**config.mk**
```make
export PLATFORM = sky130hd
export DESIGN_NAME = tug_of_war_match_flat
export DESIGN_NICKNAME = d
export VERILOG_FILES = /design/src/rtl/tug_of_war_match_if.sv /design/src/rtl/tug_of_war_match.sv /design/src/flat_wrapper.sv
export SDC_FILE = /design/constraint.sdc
export NUM_CORES = 1
export LEC_CHECK = 0
export CORE_MARGIN = 2
export CORE_UTILIZATION = 47
export DETAILED_ROUTE_END_ITERATION = 7
export PLACE_DENSITY_LB_ADDON = 0.1
export SLEW_MARGIN = 20
export SYNTH_ARGS = -nofsm -noshare
export SYNTH_HDL_FRONTEND = slang
export SYNTH_SLANG_ARGS = --single-unit
```
**constraint.sdc**
```tcl
create_clock -name clk -period 2.2 [get_ports clk]
set_input_delay 0.66 -clock clk [delete_from_list [all_inputs] [get_ports clk]]
set_output_delay 0.66 -clock clk [all_outputs]
set_load 0.02 [all_outputs]
```
**src/rtl/tug_of_war_match_if.sv**
```systemverilog
// Round-control and indicator bundle between the game top and the reaction-race core.
// The master drives clr/pb and reads results; the core is the slave.
interface tug_of_war_match_if #(
  parameter int N       = 2,
  parameter int SCORE_W = 4
);
  localparam int IDX_W = (N > 1) ? $clog2(N) : 1;

  logic                 clr;
  logic [N-1:0]         pb;
  logic                 winrnd;
  logic                 tie;
  logic [IDX_W-1:0]     winner;
  logic [N-1:0]         foul;
  logic                 live;
  logic [N*SCORE_W-1:0] score;
  logic                 match_done;
  logic [IDX_W-1:0]     match_winner;

  modport master (
    output clr, pb,
    input  winrnd, tie, winner, foul, live, score, match_done, match_winner
  );

  modport slave (
    input  clr, pb,
    output winrnd, tie, winner, foul, live, score, match_done, match_winner
  );
endinterface

```
**src/rtl/tug_of_war_match.sv**
```systemverilog
// N-player reaction race: arming window with foul detection, first clean rising
// edge wins the round, saturating per-player scores and a match winner flag.
module tug_of_war_match #(
  parameter int N          = 2,
  parameter int ARM_CYCLES = 8,
  parameter int WIN_ROUNDS = 3,
  parameter int SCORE_W    = 4
) (
  input  logic              clk,
  input  logic              rst,
  tug_of_war_match_if.slave bus
);
  localparam int IDX_W = (N > 1) ? $clog2(N) : 1;
  localparam int CNT_W = (ARM_CYCLES > 1) ? $clog2(ARM_CYCLES) : 1;
  localparam logic [CNT_W-1:0]   ARM_LOAD  = CNT_W'(ARM_CYCLES - 1);
  localparam logic [SCORE_W-1:0] SCORE_MAX = '1;
  localparam logic [SCORE_W-1:0] WIN_VAL   = SCORE_W'(WIN_ROUNDS);

  typedef enum logic [2:0] {
    S_IDLE   = 3'd0,
    S_ARM    = 3'd1,
    S_LIVE   = 3'd2,
    S_RESULT = 3'd3,
    S_MATCH  = 3'd4
  } state_t;

  state_t             r_state;
  logic [CNT_W-1:0]   r_cnt;
  logic [N-1:0]       r_pb_q;
  logic [N-1:0]       r_foul;
  logic               r_tie;
  logic               r_winrnd;
  logic               r_live;
  logic [IDX_W-1:0]   r_winner;
  logic               r_match_done;
  logic [IDX_W-1:0]   r_match_winner;
  logic [SCORE_W-1:0] r_score [N];

  logic [N-1:0]       w_rise;
  logic [N-1:0]       w_cand;
  logic [N-1:0]       w_foul_arm;
  logic               w_cand_any;
  logic               w_cand_multi;
  logic [IDX_W-1:0]   w_idx;
  logic [SCORE_W-1:0] w_sel_score;
  logic [SCORE_W-1:0] w_inc;

  // Fouled players can never produce a candidate, even after release and re-press.
  always_comb begin
    w_rise       = bus.pb & ~r_pb_q;
    w_cand       = w_rise & ~r_foul;
    w_foul_arm   = r_foul | bus.pb;
    w_cand_any   = |w_cand;
    w_cand_multi = |(w_cand & (w_cand - N'(1)));
    w_idx        = '0;
    for (int i = 0; i < N; i++) begin
      if (w_cand[i]) w_idx = IDX_W'(i);
    end
    w_sel_score  = r_score[w_idx];
    w_inc        = (w_sel_score == SCORE_MAX) ? w_sel_score : w_sel_score + 1'b1;
  end

  always_ff @(posedge clk) begin
    if (!rst) begin
      r_state        <= S_IDLE;
      r_cnt          <= '0;
      r_pb_q         <= '0;
      r_foul         <= '0;
      r_tie          <= 1'b0;
      r_winrnd       <= 1'b0;
      r_live         <= 1'b0;
      r_winner       <= '0;
      r_match_done   <= 1'b0;
      r_match_winner <= '0;
      for (int i = 0; i < N; i++) r_score[i] <= '0;
    end else begin
      r_pb_q   <= bus.pb;
      r_winrnd <= 1'b0;
      if (bus.clr) begin
        // clr restarts arming from any state; leaving MATCH also wipes the scores.
        r_state <= S_ARM;
        r_cnt   <= ARM_LOAD;
        r_foul  <= '0;
        r_tie   <= 1'b0;
        r_live  <= 1'b0;
        if (r_state == S_MATCH) begin
          r_match_done <= 1'b0;
          for (int i = 0; i < N; i++) r_score[i] <= '0;
        end
      end else begin
        case (r_state)
          S_ARM: begin
            r_foul <= w_foul_arm;
            if (r_cnt == '0) begin
              if (&w_foul_arm) begin
                r_state <= S_RESULT;
                r_tie   <= 1'b1;
              end else begin
                r_state <= S_LIVE;
                r_live  <= 1'b1;
              end
            end else begin
              r_cnt <= r_cnt - 1'b1;
            end
          end
          S_LIVE: begin
            if (w_cand_any) begin
              r_live  <= 1'b0;
              r_state <= S_RESULT;
              if (w_cand_multi) begin
                r_tie <= 1'b1;
              end else begin
                r_winner        <= w_idx;
                r_winrnd        <= 1'b1;
                r_score[w_idx]  <= w_inc;
                if (w_inc == WIN_VAL) begin
                  r_state        <= S_MATCH;
                  r_match_done   <= 1'b1;
                  r_match_winner <= w_idx;
                end
              end
            end
          end
          S_IDLE, S_RESULT, S_MATCH: ;
          default: r_state <= S_IDLE;
        endcase
      end
    end
  end

  genvar gi;
  generate
    for (gi = 0; gi < N; gi++) begin : g_score
      assign bus.score[gi*SCORE_W +: SCORE_W] = r_score[gi];
    end
  endgenerate

  assign bus.winrnd       = r_winrnd;
  assign bus.tie          = r_tie;
  assign bus.winner       = r_winner;
  assign bus.foul         = r_foul;
  assign bus.live         = r_live;
  assign bus.match_done   = r_match_done;
  assign bus.match_winner = r_match_winner;
endmodule

```
**src/flat_wrapper.sv**
```systemverilog
// flat-port wrapper written by rule: the top's interface ports become plain ports
module tug_of_war_match_flat 
#(
  parameter int N          = 2,
  parameter int ARM_CYCLES = 8,
  parameter int WIN_ROUNDS = 3,
  parameter int SCORE_W    = 4
)
  (clk, rst, bus_clr, bus_pb, bus_winrnd, bus_tie, bus_winner, bus_foul, bus_live, bus_score, bus_match_done, bus_match_winner);
  tug_of_war_match_if #(.N(N), .SCORE_W(SCORE_W)) bus_i ();
  input  logic clk;
  input  logic rst;
  input wire logic [$bits(bus_i.clr)-1:0] bus_clr;
  input wire logic [$bits(bus_i.pb)-1:0] bus_pb;
  output wire logic [$bits(bus_i.winrnd)-1:0] bus_winrnd;
  output wire logic [$bits(bus_i.tie)-1:0] bus_tie;
  output wire logic [$bits(bus_i.winner)-1:0] bus_winner;
  output wire logic [$bits(bus_i.foul)-1:0] bus_foul;
  output wire logic [$bits(bus_i.live)-1:0] bus_live;
  output wire logic [$bits(bus_i.score)-1:0] bus_score;
  output wire logic [$bits(bus_i.match_done)-1:0] bus_match_done;
  output wire logic [$bits(bus_i.match_winner)-1:0] bus_match_winner;
  assign bus_i.clr = bus_clr;
  assign bus_i.pb = bus_pb;
  assign bus_winrnd = bus_i.winrnd;
  assign bus_tie = bus_i.tie;
  assign bus_winner = bus_i.winner;
  assign bus_foul = bus_i.foul;
  assign bus_live = bus_i.live;
  assign bus_score = bus_i.score;
  assign bus_match_done = bus_i.match_done;
  assign bus_match_winner = bus_i.match_winner;
  tug_of_war_match #(.N(N), .ARM_CYCLES(ARM_CYCLES), .WIN_ROUNDS(WIN_ROUNDS), .SCORE_W(SCORE_W)) u_core (.clk(clk), .rst(rst), .bus(bus_i));
endmodule
```
==> run metrics, run 1 <==
status completed; HP Start u_core.bus.match_done; DR iter-0 viols 24; Setup-failing EPs final 0; Tightest Hold Check Type reg2reg; post-synthesis cell count 127; P_leak around 0.64 nW; Slew @ Worst Pin 0.491 ns; largest net degree at the start of global routing 14; Yosys top cell by area dfxtp_1; R2R cell count 6; Detailed Place HPWL between 2000 and 2500 um; Final Non-Filler Cells 192; die width ~56 um; largest cells by area after synthesis dfxtp_1, edfxtp_1, a21oi_1; core footprint 0.00250 sq mm; global-route wire length before repair between 4000 and 5000 um; main flop type after synthesis dfxtp_1; hold buffers post-CTS 0; total gr overflow 0; vias per cell 5.41; worst skew pair latency 0.30 ns; adder-cell share of the synthesized area 3.98%; Final ANT Viol Nets 0; Final Power 866 uW; total clock buffers created by CTS 3; library cells used by synthesis 39; Cells after DPL between 150 and 200; FP Rows 18; Routed WL 2620 um; vias in the first global route 1024; mux contribution to synthesized area 6.37%; r2r endpoint u_core.bus.match_winner; synthesized area about 0.0013 sq mm; worst reg-to-reg setup slack roughly 0.31 ns; Switch Pwr 214 uW; DRC Markers 0; Synth Area in XOR/XNOR 0.697%; drt wl/cell 13.7 um; htree depth 1; final hold violations 0; Root Driver clkbuf_4; top-level I/O count 21; routed vias ~1000; Slew headroom around 67%; ys async rst share 0%; full die area around 0.0031 sq mm; TNS Setup 0 ns; deepest clock path buffer count 2; Antenna Cells 0; Final nets approximately 170; fraction of the mapped netlist area in simple logic gates 26.2%; kind of end point of the critical path register; Setup CP Type in2reg; Reg power frac 56.7%; GPL Wtd Cong a little under 0.9; initial antenna violation count 0; Hold EP u_core.bus.match_done; CP startpoint kind input port; largest family of logic cells by synthesized area simple AND/OR/NAND/NOR gates; die height roughly 56 um; Compound-Gate Fraction of Synth Area between 10% and 20%; min Tclk post-route 2.09 ns; area growth from synthesis to layout 32.7%; CTS tree built; Internal Power 653 uW; register area share after synthesis 44.6%; unrepaired setup endpoints after global routing no; PwrDens 520 mW/mm^2; All-Layer GR Usage 18.0%; #FFs+latches synth 24; Crit Reg-Reg Startpoint u_core.bus.foul[1]; Port Buf Inserts 20; Initial Util 50.3%; pins over their slew limit 0; syn avg cell area 9.89 sq um; Ys Warns 0; final worst-path cycle share between 90% and 100%; clock share of power 25.5%; Clock Sinks 24; clk_skew 0.00613 ns; clk slew on worst S/H paths around 0.13 ns; syn nets roughly 140; Final Util 66.7%; layout cells sized above 1 a little under a quarter; CP required 2.42 ns; switch share 24.7%; Synth top area share 25.5%; achievable clock frequency 0.478 GHz; Worst Path Arrival 2.31 ns; Crit Path Max Fanout 4; Post-synth EDFFs 8; VDD IR max 0.441 mV; drt pass-1 iters 4; Max Cap Viol 0; cell count of the worst hold path 1; Comb power frac 17.7%
power groups by stage:
stage               registers (mW)  clock network (mW)  logic [mW]
global placement             0.501                   0       0.149
floorplan                    0.504                   0      0.0946
CTS                          0.491               0.228       0.155
finish                       0.491               0.221       0.154
detailed placement           0.501                   0       0.152
global route                 0.495               0.257       0.168
cells in the mapped netlist (all sizes together) (4+ instances only):
cell type and instances:
dfxtp 16, nand2 12, nor2 12, a21oi 11, edfxtp 8, inv 7
nor3 7, mux2i 5, buf 4, ha 4, nor3b 4, or3b 4
critical path: stages:
cell           delay [ns]
dlygate4sd2_1        0.21
or3b_4               0.42
ha_4                 0.19
nor4b_4              0.22
nor3b_4              0.30
a21oi_1              0.10
a311oi_1             0.21
per-layer routing:
layer,part of all wire (%),global-route usage [%],up-vias
met1,41,19.8,481
met4,2.7,7.67,0
met3,3.2,3.26,10
met5,0,0,-
li1,-,-,522
met2,54,33.3,25
cell type report:
cell class	instances	area, sq um
fill	193	833
multi-input combinational	91	688
sequential	24	561
timing repair buffer	36	318
tap	30	37.5
clock buffer	4	36.3
inverter	7	26.3
placed cells by master (no fill, tap or decap), types with 3 or more instances in the layout:
cell type / netlist / routed
clkdlybuf4s50_1: 0 / 18
dfxtp_1: 16 / 16
mux2i_1: 5 / 5
clkbuf_4: 0 / 3
nor3_2: 0 / 4
nand2_1: 12 / 12
a21oi_1: 11 / 11
edfxtp_1: 8 / 8
ha_1: 4 / 3
nand2b_1: 3 / 3
inv_1: 7 / 6
nor2_1: 12 / 12
buf_4: 0 / 16
cell families after synthesis:
kind of cell	count (synthesis)
AOI/OAI and AO/OA	26
DFF	24
adders and majority gates	4
xor gates and xnor gates	1
and+or+nand+nor	53
muxes	7
buffers and inverters	12
metrics by stage:
step	setup slack [ns]	hold WS, ns	cell area [sq um]
final	0.106	0.480	1670
after global routing	0.0207	0.533	1670
after CTS	0.0806	0.483	1670
after detailed placement	-0.587	0.453	1590
after global placement	-0.543	0.450	1590
after floorplan	-0.0626	0.540	1280
worst max-delay path by stage:
stage	start	to	slack, ns
2_1_floorplan	bus_pb[1]	u_core.bus.winner	-0.06
3_3_place_gp	bus_pb[1]	u_core.bus.match_winner	-0.54
3_5_place_dp	bus_pb[1]	u_core.r_score[0][1]	-0.59
4_1_cts	bus_pb[1]	u_core.bus.match_winner	0.08
5_1_grt	bus_pb[1]	u_core.bus.match_winner	0.02
6_report	bus_pb[1]	u_core.bus.match_winner	0.11
sequential cells by signal (all words and copies together) (netlist names), 2 cells and up:
signal	count
u_core.bus.foul	2
u_core.r_cnt	3
u_core.r_pb_q	2
u_core.r_score	8
u_core.r_state	3
repair_timing:
item                       in CTS  in global routing
pin swaps                       6                  2
gates cloned                    0                  0
gates resized for setup         9                  0
buffers inserted                2                  0
setup endpoints to repair      23                  2
hold endpoints to repair        0                  0
No activity file was read; power rests on OpenSTA's default activity.
==> run 2, diff against run 1 <==
Settings changed: CAP_MARGIN set to 30.
==> results of run 2 <==
No change in the layout: final DEF, timing and power equal those of run 1.
